$ cat config.mk
export PLATFORM = sky130hd
export DESIGN_NAME = sample_scatter64
export DESIGN_NICKNAME = d
export VERILOG_FILES = /design/src/rtl/sample_scatter64.sv
export SDC_FILE = /design/constraint.sdc
export NUM_CORES = 1
export LEC_CHECK = 0
export CORE_AREA = 3 3 206 208
export CTS_BUF_LIST = sky130_fd_sc_hd__clkbuf_8
export DETAILED_ROUTE_END_ITERATION = 10
export DIE_AREA = 0 0 209 211
export PLACE_DENSITY = 0.82
export SETUP_SLACK_MARGIN = 0.02
export SLEW_MARGIN = 20
export SYNTH_ARGS = -nofsm -noshare
export SYNTH_HDL_FRONTEND = slang
export SYNTH_HIERARCHICAL = 1
export SYNTH_SLANG_ARGS = --single-unit
$ cat constraint.sdc
create_clock -name clk -period 3.7 [get_ports clk]
set_clock_uncertainty 0.1 [all_clocks]
set_input_delay 0.74 -clock clk [delete_from_list [all_inputs] [get_ports clk]]
set_output_delay 0.74 -clock clk [all_outputs]
set_load 0.01 [all_outputs]
$ cat src/rtl/sample_scatter64.sv
// sample_scatter64: serial-to-parallel frame loader for the 64-point FFT path.
// Samples arrive on a valid/ready handshake and are scattered into a 64-entry
// register bank, in natural or 6-bit bit-reversed order. Once all 64 entries
// are written, the bank is frozen and offered as one frame until frame_ack.
//
// Ports:
//   clk, rst          single clock, synchronous active-high reset
//   in_data/in_valid  sample stream in; in_ready decoded from state only
//   out_bus           bank contents, entry i at [i*DATA_LENGTH +: DATA_LENGTH]
//   frame_valid       bank holds a complete frame (also state-decoded)
//   frame_ack         consumer released the frame
//   fill_count        samples accepted in current frame, 0..64

// One bank entry: loads d when its write strobe fires, cleared by reset.
module scatter_entry #(
  parameter int DATA_LENGTH = 8
) (
  input  logic                   clk,
  input  logic                   rst,
  input  logic                   we,
  input  logic [DATA_LENGTH-1:0] d,
  output logic [DATA_LENGTH-1:0] q
);
  always_ff @(posedge clk) begin
    if (rst)     q <= '0;
    else if (we) q <= d;
  end
endmodule

module sample_scatter64 #(
  parameter int DATA_LENGTH = 8,
  parameter bit BITREV      = 1'b0
) (
  input  logic                      clk,
  input  logic                      rst,
  input  logic [DATA_LENGTH-1:0]    in_data,
  input  logic                      in_valid,
  output logic                      in_ready,
  output logic [64*DATA_LENGTH-1:0] out_bus,
  output logic                      frame_valid,
  input  logic                      frame_ack,
  output logic [6:0]                fill_count
);
  localparam int ENTRIES = 64;

  typedef enum logic {FILL, FULL} state_t;

  state_t      state, state_nxt;
  logic [5:0]  wr_cnt, wr_cnt_nxt;
  logic [5:0]  idx;
  logic        accept;
  logic [ENTRIES-1:0] we;

  // Write index: wr_cnt itself, or its 6-bit mirror so the FFT sees
  // bit-reversed input order without a separate permutation stage.
  generate
    if (BITREV) begin : g_rev
      for (genvar b = 0; b < 6; b++) begin : g_bit
        assign idx[b] = wr_cnt[5-b];
      end
    end else begin : g_nat
      assign idx = wr_cnt;
    end
  endgenerate

  always_ff @(posedge clk) begin
    if (rst) begin
      state  <= FILL;
      wr_cnt <= '0;
    end else begin
      state  <= state_nxt;
      wr_cnt <= wr_cnt_nxt;
    end
  end

  always_comb begin
    state_nxt  = state;
    wr_cnt_nxt = wr_cnt;
    accept     = 1'b0;
    case (state)
      FILL: begin
        // frame_ack is meaningless here; only samples move the FSM.
        if (in_valid) begin
          accept     = 1'b1;
          wr_cnt_nxt = wr_cnt + 6'd1;   // wraps to 0 on the 64th accept
          if (wr_cnt == 6'd63) state_nxt = FULL;
        end
      end
      FULL: begin
        // Bank frozen; in_valid ignored. Release wins over any sample.
        if (frame_ack) begin
          state_nxt  = FILL;
          wr_cnt_nxt = '0;
        end
      end
      default: state_nxt = FILL;
    endcase
  end

  // Handshake outputs come from the state register only, no input paths.
  assign in_ready    = (state == FILL);
  assign frame_valid = (state == FULL);
  // In FULL wr_cnt has already wrapped to 0, so report the full count.
  assign fill_count  = frame_valid ? 7'd64 : {1'b0, wr_cnt};

  assign we = accept ? (ENTRIES'(1) << idx) : '0;

  generate
    for (genvar i = 0; i < ENTRIES; i++) begin : g_ent
      scatter_entry #(.DATA_LENGTH(DATA_LENGTH)) u_ent (
        .clk (clk),
        .rst (rst),
        .we  (we[i]),
        .d   (in_data),
        .q   (out_bus[i*DATA_LENGTH +: DATA_LENGTH])
      );
    end
  endgenerate
endmodule

==> results of run 1 <==
==> worst paths after layout <==
check	cells after the start	slack (ns)	end
max	2	0.75	in_ready
min	2	0.39	g_ent[48].u_ent/q[7]$_SDFFE_PP0P_
max reg2reg	5	1.41	g_ent[61].u_ent/q[1]$_SDFFE_PP0P_
min reg2reg	2	0.39	g_ent[48].u_ent/q[7]$_SDFFE_PP0P_
==> cell usage in the layout (no fill, tap or decap), types with 2 or more instances in the layout <==
master	n
a21oi_1	7
buf_12	8
buf_2	8
buf_4	81
bufinv_16	2
clkbuf_8	108
clkdlybuf4s50_1	523
clkinv_2	8
clkinvlp_4	2
dfxtp_1	519
ha_1	5
inv_1	28
inv_6	2
mux2i_1	512
nand2_1	9
nand2b_1	5
nand3_1	2
nand3_2	4
nand3b_1	2
nor2_1	580
nor2b_1	8
o21ai_0	5
or3_1	2
==> Yosys cell counts <==
master    instances  area share
nor2_1          580        0.11
dfxtp_1         519        0.54
mux2i_1         512        0.27
buf_1            68       0.013
buf_6            64       0.038
nand2_1           9      0.0018
nor2b_1           8      0.0026
a21oi_1           7      0.0018
buf_2             5      0.0013
ha_1              5      0.0033
nand2b_1          5      0.0016
o21ai_0           5      0.0013
nand3_2           4      0.0021
inv_1             3     0.00059
buf_4             2     0.00079
nand3_1           2     0.00052
nand3b_1          2     0.00079
or3_1             2     0.00065
a21o_1            1     0.00039
clkbuf_1          1     0.00020
nand4_4           1      0.0011
nand4b_1          1     0.00046
nor3b_4           1     0.00098
o211ai_1          1     0.00039
o32ai_1           1     0.00046
o41ai_1           1     0.00046
==> logic make-up (layout without fill, tap and decap cells) <==
| group | Yosys count | after routing | share of synthesized area |
|---|---|---|---|
| buffers and inverters | 143 | 771 | 0.0539 |
| flip-flops | 519 | 519 | 0.543 |
| AND/OR/NAND/NOR | 615 | 615 | 0.126 |
| adder cells (fa/ha/maj) | 5 | 5 | 0.00327 |
| AO/OA/AOI/OAI | 16 | 16 | 0.00484 |
| multiplexers | 512 | 512 | 0.268 |
==> final cells by class <==
cell class | instances | area (um^2)
clock buffers | 108 | 1490
flip-flops and latches | 519 | 10400
inverters | 3 | 11.3
clock inverters | 39 | 226
fillers | 3150 | 14200
multi-input cells | 1148 | 7700
repair buffers | 621 | 6060
well taps | 532 | 666
==> sequential cells by signal (all words and copies together), names as in the netlist <==
signal         count
frame_valid        1
idx                6
g_ent.u_ent/q    512
==> power groups by stage <==
stage	sequential, W	clock [W]	combinational, W
after detailed placement	0.00573	0	0.000379
after floorplan	0.00574	0	0.000139
after global placement	0.00573	0	0.000377
after global routing	0.00561	0.00537	0.000402
final	0.00561	0.00500	0.000383
after CTS	0.00561	0.00511	0.000381
==> metal layers <==
| metal | vias to the layer above | wire, um |
|---|---|---|
| met1 | 7360 | 25300 |
| li1 | 7085 | - |
| met2 | 575 | 29700 |
| met5 | - | 17 |
| met3 | 133 | 4400 |
| met4 | 2 | 2450 |
==> worst max-delay path, stage by stage, from the launching register on <==
cell and delay [ns]:
dfxtp_1 0.77, inv_1 0.15, clkdlybuf4s50_1 0.58
==> stage by stage <==
step	cell area [um^2]	worst slack [ns]
floorplan	19100	1.77
global placement	24800	0.698
detailed placement	24800	0.700
CTS	26500	0.681
global route	26500	0.608
finish	26500	0.750
==> flow_metrics.py, run 1 <==
metrics = {
    "outcome": {
        "status": "finished, final reports clean",
    },
    "critical_path": {
        "critPathMaxFanout": 18,
        "worstSetupPathType": "reg -> out",
        "critical_path_arrival_ns": 2.11,
        "end_kind": "primary output",
        "rr_startpoint": "idx[2]$_SDFFE_PP0P_",
        "critPathRequiredTime_ns": 2.86,
        "crit_path_start": "frame_valid$_SDFF_PP0_",
        "worst_setup_path_start_kind": "flop",
    },
    "placement": {
        "io_buffers": 532,
        "place_hpwl_um": 40800,
        "place_inst": 2823,
        "gp_congestion": 0.823,
    },
    "clocking": {
        "cts.path.max_buffers": 3,
        "cts_root_buf": "clkbuf_8",
        "cts.clk_slew.worst_paths_ns": 0.06,
        "cts_tree": "done",
        "cts_hold_buf": 0,
        "post_cts_buffers": 0,
        "numCtsBuffers": 84,
        "htreeDepth": 3,
        "worstSkewPairLatency_ns": 0.61,
        "clkSinkCount": 519,
        "post_cts_resized": 0,
    },
    "global_route": {
        "grt_antenna_before_repair": 1,
        "gr-total-overflow": 0,
        "grt_pass1_vias": 15500,
        "use_met1": 0.323,
        "grt_util_met3": 0.0734,
        "grt_max_degree": 114,
        "grt_busiest_layer": "met2",
        "grt_use_total": 0.268,
        "use_met2": 0.453,
        "grt_pass1_wl_um": 93000,
    },
    "cells_and_area": {
        "num_antenna_cells": 0,
        "final_nets": 2394,
        "drive_above_1_share": 0.0927,
        "fin_cells": 2970,
        "finish.utilization": 0.651,
        "syn2layout_area_growth_pct": 38.8,
    },
    "pwr": {
        "p_sw_frac": 0.232,
        "p_leak_nw": 9.20,
        "p_int_w": 0.00845,
        "ir_drop_mv": 0.380,
        "power_density_mw_per_mm2": 414,
        "seq_power_share": 0.510,
        "p_clk_frac": 0.455,
        "p_comb_frac": 0.035,
        "p_switching_w": 0.00255,
        "power_w": 0.0110,
    },
    "synth": {
        "synth-warning-count": 6,
        "syn_area_mm2": 0.0191,
        "ys_ff_latch": 519,
        "syn_area_per_cell_um2": 10.6,
        "syn_nets": 1827,
        "synth_seq_area_share": 0.543,
        "synth_cells": 1810,
        "ys_types": 26,
    },
    "floorplanning": {
        "die_area_mm2": 0.0441,
        "io_pins": 533,
        "num_rows": 74,
        "die_height_um": 211,
        "start_util": 0.469,
        "coreArea_mm2": 0.0407,
        "die_w_um": 209,
    },
    "sta": {
        "hold_viol": 0,
        "worst_hold_slack_ns": 0.392,
        "period_needed_ns": 2.95,
        "fmaxAchievable_mhz": 339,
        "setup_viol": 0,
        "slew_violations": 0,
        "relSlewSlack": 0.324,
        "rsz0062_at_grt": "false",
        "tns_ns": 0,
        "worst_slew_pin_slew_ns": 1.01,
        "post-route-period-util": 0.797,
    },
    "detailed_routing": {
        "drc": 0,
        "antenna_left": 0,
        "viasPerCell": 5.10,
        "drt_first_pass_iters": 5,
        "drt_iter0_drc": 1031,
        "wirelength_um": 61900,
        "vias": 15200,
        "wl_per_cell_um": 20.8,
    },
    "hold_path": {
        "hold_path_class": "reg -> reg",
        "min_from": "g_ent[48].u_ent/q[7]$_SDFFE_PP0P_",
    },
    "run": {
        "max-cap-violations": 0,
    },
}
(Power assumes the default switching activity.)
==> run 2: changes to the inputs <==
--- a/config.mk
+++ b/config.mk
@@ -5,11 +5,11 @@
 export SDC_FILE = /design/constraint.sdc
 export NUM_CORES = 1
 export LEC_CHECK = 0
-export CORE_AREA = 3 3 206 208
+export CORE_MARGIN = 3
+export CORE_UTILIZATION = 45
 export CTS_BUF_LIST = sky130_fd_sc_hd__clkbuf_8
 export DETAILED_ROUTE_END_ITERATION = 10
-export DIE_AREA = 0 0 209 211
-export PLACE_DENSITY = 0.82
+export PLACE_DENSITY = 0.83
 export SETUP_SLACK_MARGIN = 0.02
 export SLEW_MARGIN = 20
 export SYNTH_ARGS = -nofsm -noshare
==> constraint.sdc (replaced) <==
create_clock -name clk -period 2.6 [get_ports clk]
set_clock_uncertainty 0.1 [all_clocks]
set_input_delay 0.52 -clock clk [delete_from_list [all_inputs] [get_ports clk]]
set_output_delay 0.52 -clock clk [all_outputs]
set_load 0.01 [all_outputs]
==> flow_metrics.py, run 2 (synthesis results as in run 1) <==
metrics = {
    "critical_path": {
        "worst_setup_path_start_kind": "flop",
        "critPathMaxFanout": 6,
        "rr_startpoint": "idx[0]$_SDFFE_PP0P_",
        "reg2reg_to": "g_ent[10].u_ent/q[0]$_SDFFE_PP0P_",
        "reg2reg_setup_slack_ns": 0.44,
        "worstSetupPathType": "reg -> out",
        "crit_path_start": "idx[0]$_SDFFE_PP0P_",
        "reg2reg_depth": 7,
        "end_kind": "primary output",
        "critPathRequiredTime_ns": 1.98,
        "critical_path_arrival_ns": 1.82,
    },
    "outcome": {
        "status": "finished, final reports clean",
    },
    "detailed_routing": {
        "drt_iter0_drc": 966,
        "drc": 0,
        "wl_per_cell_um": 20.8,
        "viasPerCell": 5.14,
        "vias": 15300,
        "antenna_left": 0,
        "wirelength_um": 61900,
        "drt_first_pass_iters": 6,
    },
    "pwr": {
        "p_clk_frac": 0.453,
        "p_int_w": 0.0120,
        "seq_power_share": 0.511,
        "p_leak_nw": 9.31,
        "ir_drop_mv": 0.493,
        "power_density_mw_per_mm2": 585,
        "p_comb_frac": 0.037,
        "p_switching_w": 0.00360,
        "p_sw_frac": 0.230,
    },
    "cells_and_area": {
        "final_common_cell": "nor2_1",
        "mostFrequentLayoutCells": "nor2_1 (580), clkdlybuf4s50_1 (521), mux2i_1 (512), dfxtp_1 (512), clkbuf_8 (108)",
        "final_nets": 2404,
        "drive_above_1_share": 0.0973,
        "largest_register_ffs": 512,
        "num_antenna_cells": 0,
        "syn2layout_area_growth_pct": 39.8,
        "regMostFlops": "g_ent.u_ent/q",
    },
    "sta": {
        "slew_violations": 0,
        "relSlewSlack": 0.557,
        "fin_ws_ns": 0.160,
        "worst_hold_slack_ns": 0.217,
        "post-route-period-util": 0.939,
        "hold_viol": 0,
        "fmaxAchievable_mhz": 410,
        "period_needed_ns": 2.44,
        "setup_viol": 0,
        "rsz0062_at_grt": "false",
        "tns_ns": 0,
        "worst_slew_pin_slew_ns": 0.664,
    },
    "run": {
        "max-cap-violations": 0,
    },
    "placement": {
        "gp_congestion": 0.822,
        "place_hpwl_um": 39600,
        "place_ws_ns": -0.0942,
        "io_buffers": 532,
    },
    "floorplanning": {
        "die_height_um": 212,
        "num_rows": 74,
        "die_w_um": 212,
        "io_pins": 533,
        "start_util": 0.462,
        "coreArea_mm2": 0.0414,
        "die_area_mm2": 0.0450,
    },
    "clocking": {
        "clkSinkCount": 519,
        "cts_root_buf": "clkbuf_8",
        "cts.clk_slew.worst_paths_ns": 0.06,
        "cts_hold_buf": 0,
        "numCtsBuffers": 85,
        "cts.path.max_buffers": 3,
        "cts_tree": "done",
        "worstSkewPairLatency_ns": 0.62,
        "post_cts_buffers": 0,
        "htreeDepth": 3,
    },
    "global_route": {
        "gr-total-overflow": 0,
        "grt_pass1_vias": 15500,
        "grt_pass1_wl_um": 92300,
        "grt_use_total": 0.263,
        "grt_max_degree": 75,
        "grt_antenna_before_repair": 0,
    },
    "hold_path": {
        "holdPathEnd": "g_ent[31].u_ent/q[6]$_SDFFE_PP0P_",
        "hold_path_class": "in -> reg",
        "hold_path_depth": 2,
        "min_from": "rst",
    },
}
==> run 2: cell count changes in the layout (fill, tap and decap cells not counted), moves of 2 or more <==
cell / change
buf_12: +9
inv_1: +4
dfxtp_1: -7
clkinv_2: -4
clkdlybuf4s50_1: -2
dfxtp_2: +6
==> run 2: area by class of cell <==
cell class	count	area, um^2
clock buffer	108	1490
inverter	3	11.3
fill	3195	14700
sequential	519	10400
clock inverter	39	220
timing repair buffer	630	6240
multi-input combinational	1148	7700
tap	532	666
==> run 2: worst max path at each step <==
stage / end / slack, ns / depth (start not counted)
2_1_floorplan: g_ent[61].u_ent/q[0]$_SDFFE_PP0P_ / 0.89 / 7
3_3_place_gp: g_ent[10].u_ent/q[0]$_SDFFE_PP0P_ / 0.007 / 7
3_5_place_dp: g_ent[10].u_ent/q[0]$_SDFFE_PP0P_ / -0.09 / 7
4_1_cts: fill_count[0] / 0.03 / 3
5_1_grt: fill_count[5] / 0.07 / 2
6_report: fill_count[0] / 0.16 / 3
==> run 2: layer usage <==
metal | vias to the layer above | GRT usage | routed length (um)
met5 | - | 0 | 0
met4 | 0 | 0.101 | 2290
met3 | 133 | 0.0804 | 4710
met2 | 565 | 0.446 | 30200
met1 | 7501 | 0.314 | 24600
li1 | 7122 | - | -
==> run 2: power by group through the flow <==
| stage | logic, W | registers, W | clock network (W) |
|---|---|---|---|
| 2_1_floorplan | 0.000198 | 0.00817 | 0 |
| 3_3_place_gp | 0.000560 | 0.00816 | 0 |
| 3_5_place_dp | 0.000566 | 0.00816 | 0 |
| 4_1_cts | 0.000569 | 0.00799 | 0.00721 |
| 5_1_grt | 0.000602 | 0.00798 | 0.00755 |
| 6_report | 0.000572 | 0.00799 | 0.00708 |
==> run 2: stage by stage <==
stage | cells | power (W) | util | cell area [um^2]
after CTS | 2979 | 0.0158 | 0.645 | 26700
after detailed placement | 2832 | 0.00873 | 0.604 | 25000
after global routing | 2979 | 0.0161 | 0.646 | 26700
after global placement | 2832 | 0.00872 | 0.604 | 25000
after floorplan | 1810 | 0.00837 | - | 19100
final | 2979 | 0.0156 | 0.646 | 26700
==> run 2: critical path, cell delays in order (launching register included) <==
cell and delay (ns):
dfxtp_2 0.38, inv_1 0.11, nor2_1 0.12, clkdlybuf4s50_1 0.59
==> run 2: repair_timing <==
action | CTS | global route
setup endpoints to repair | 9 | 5
cloned | 0 | 0
gates resized for setup | 5 | 5
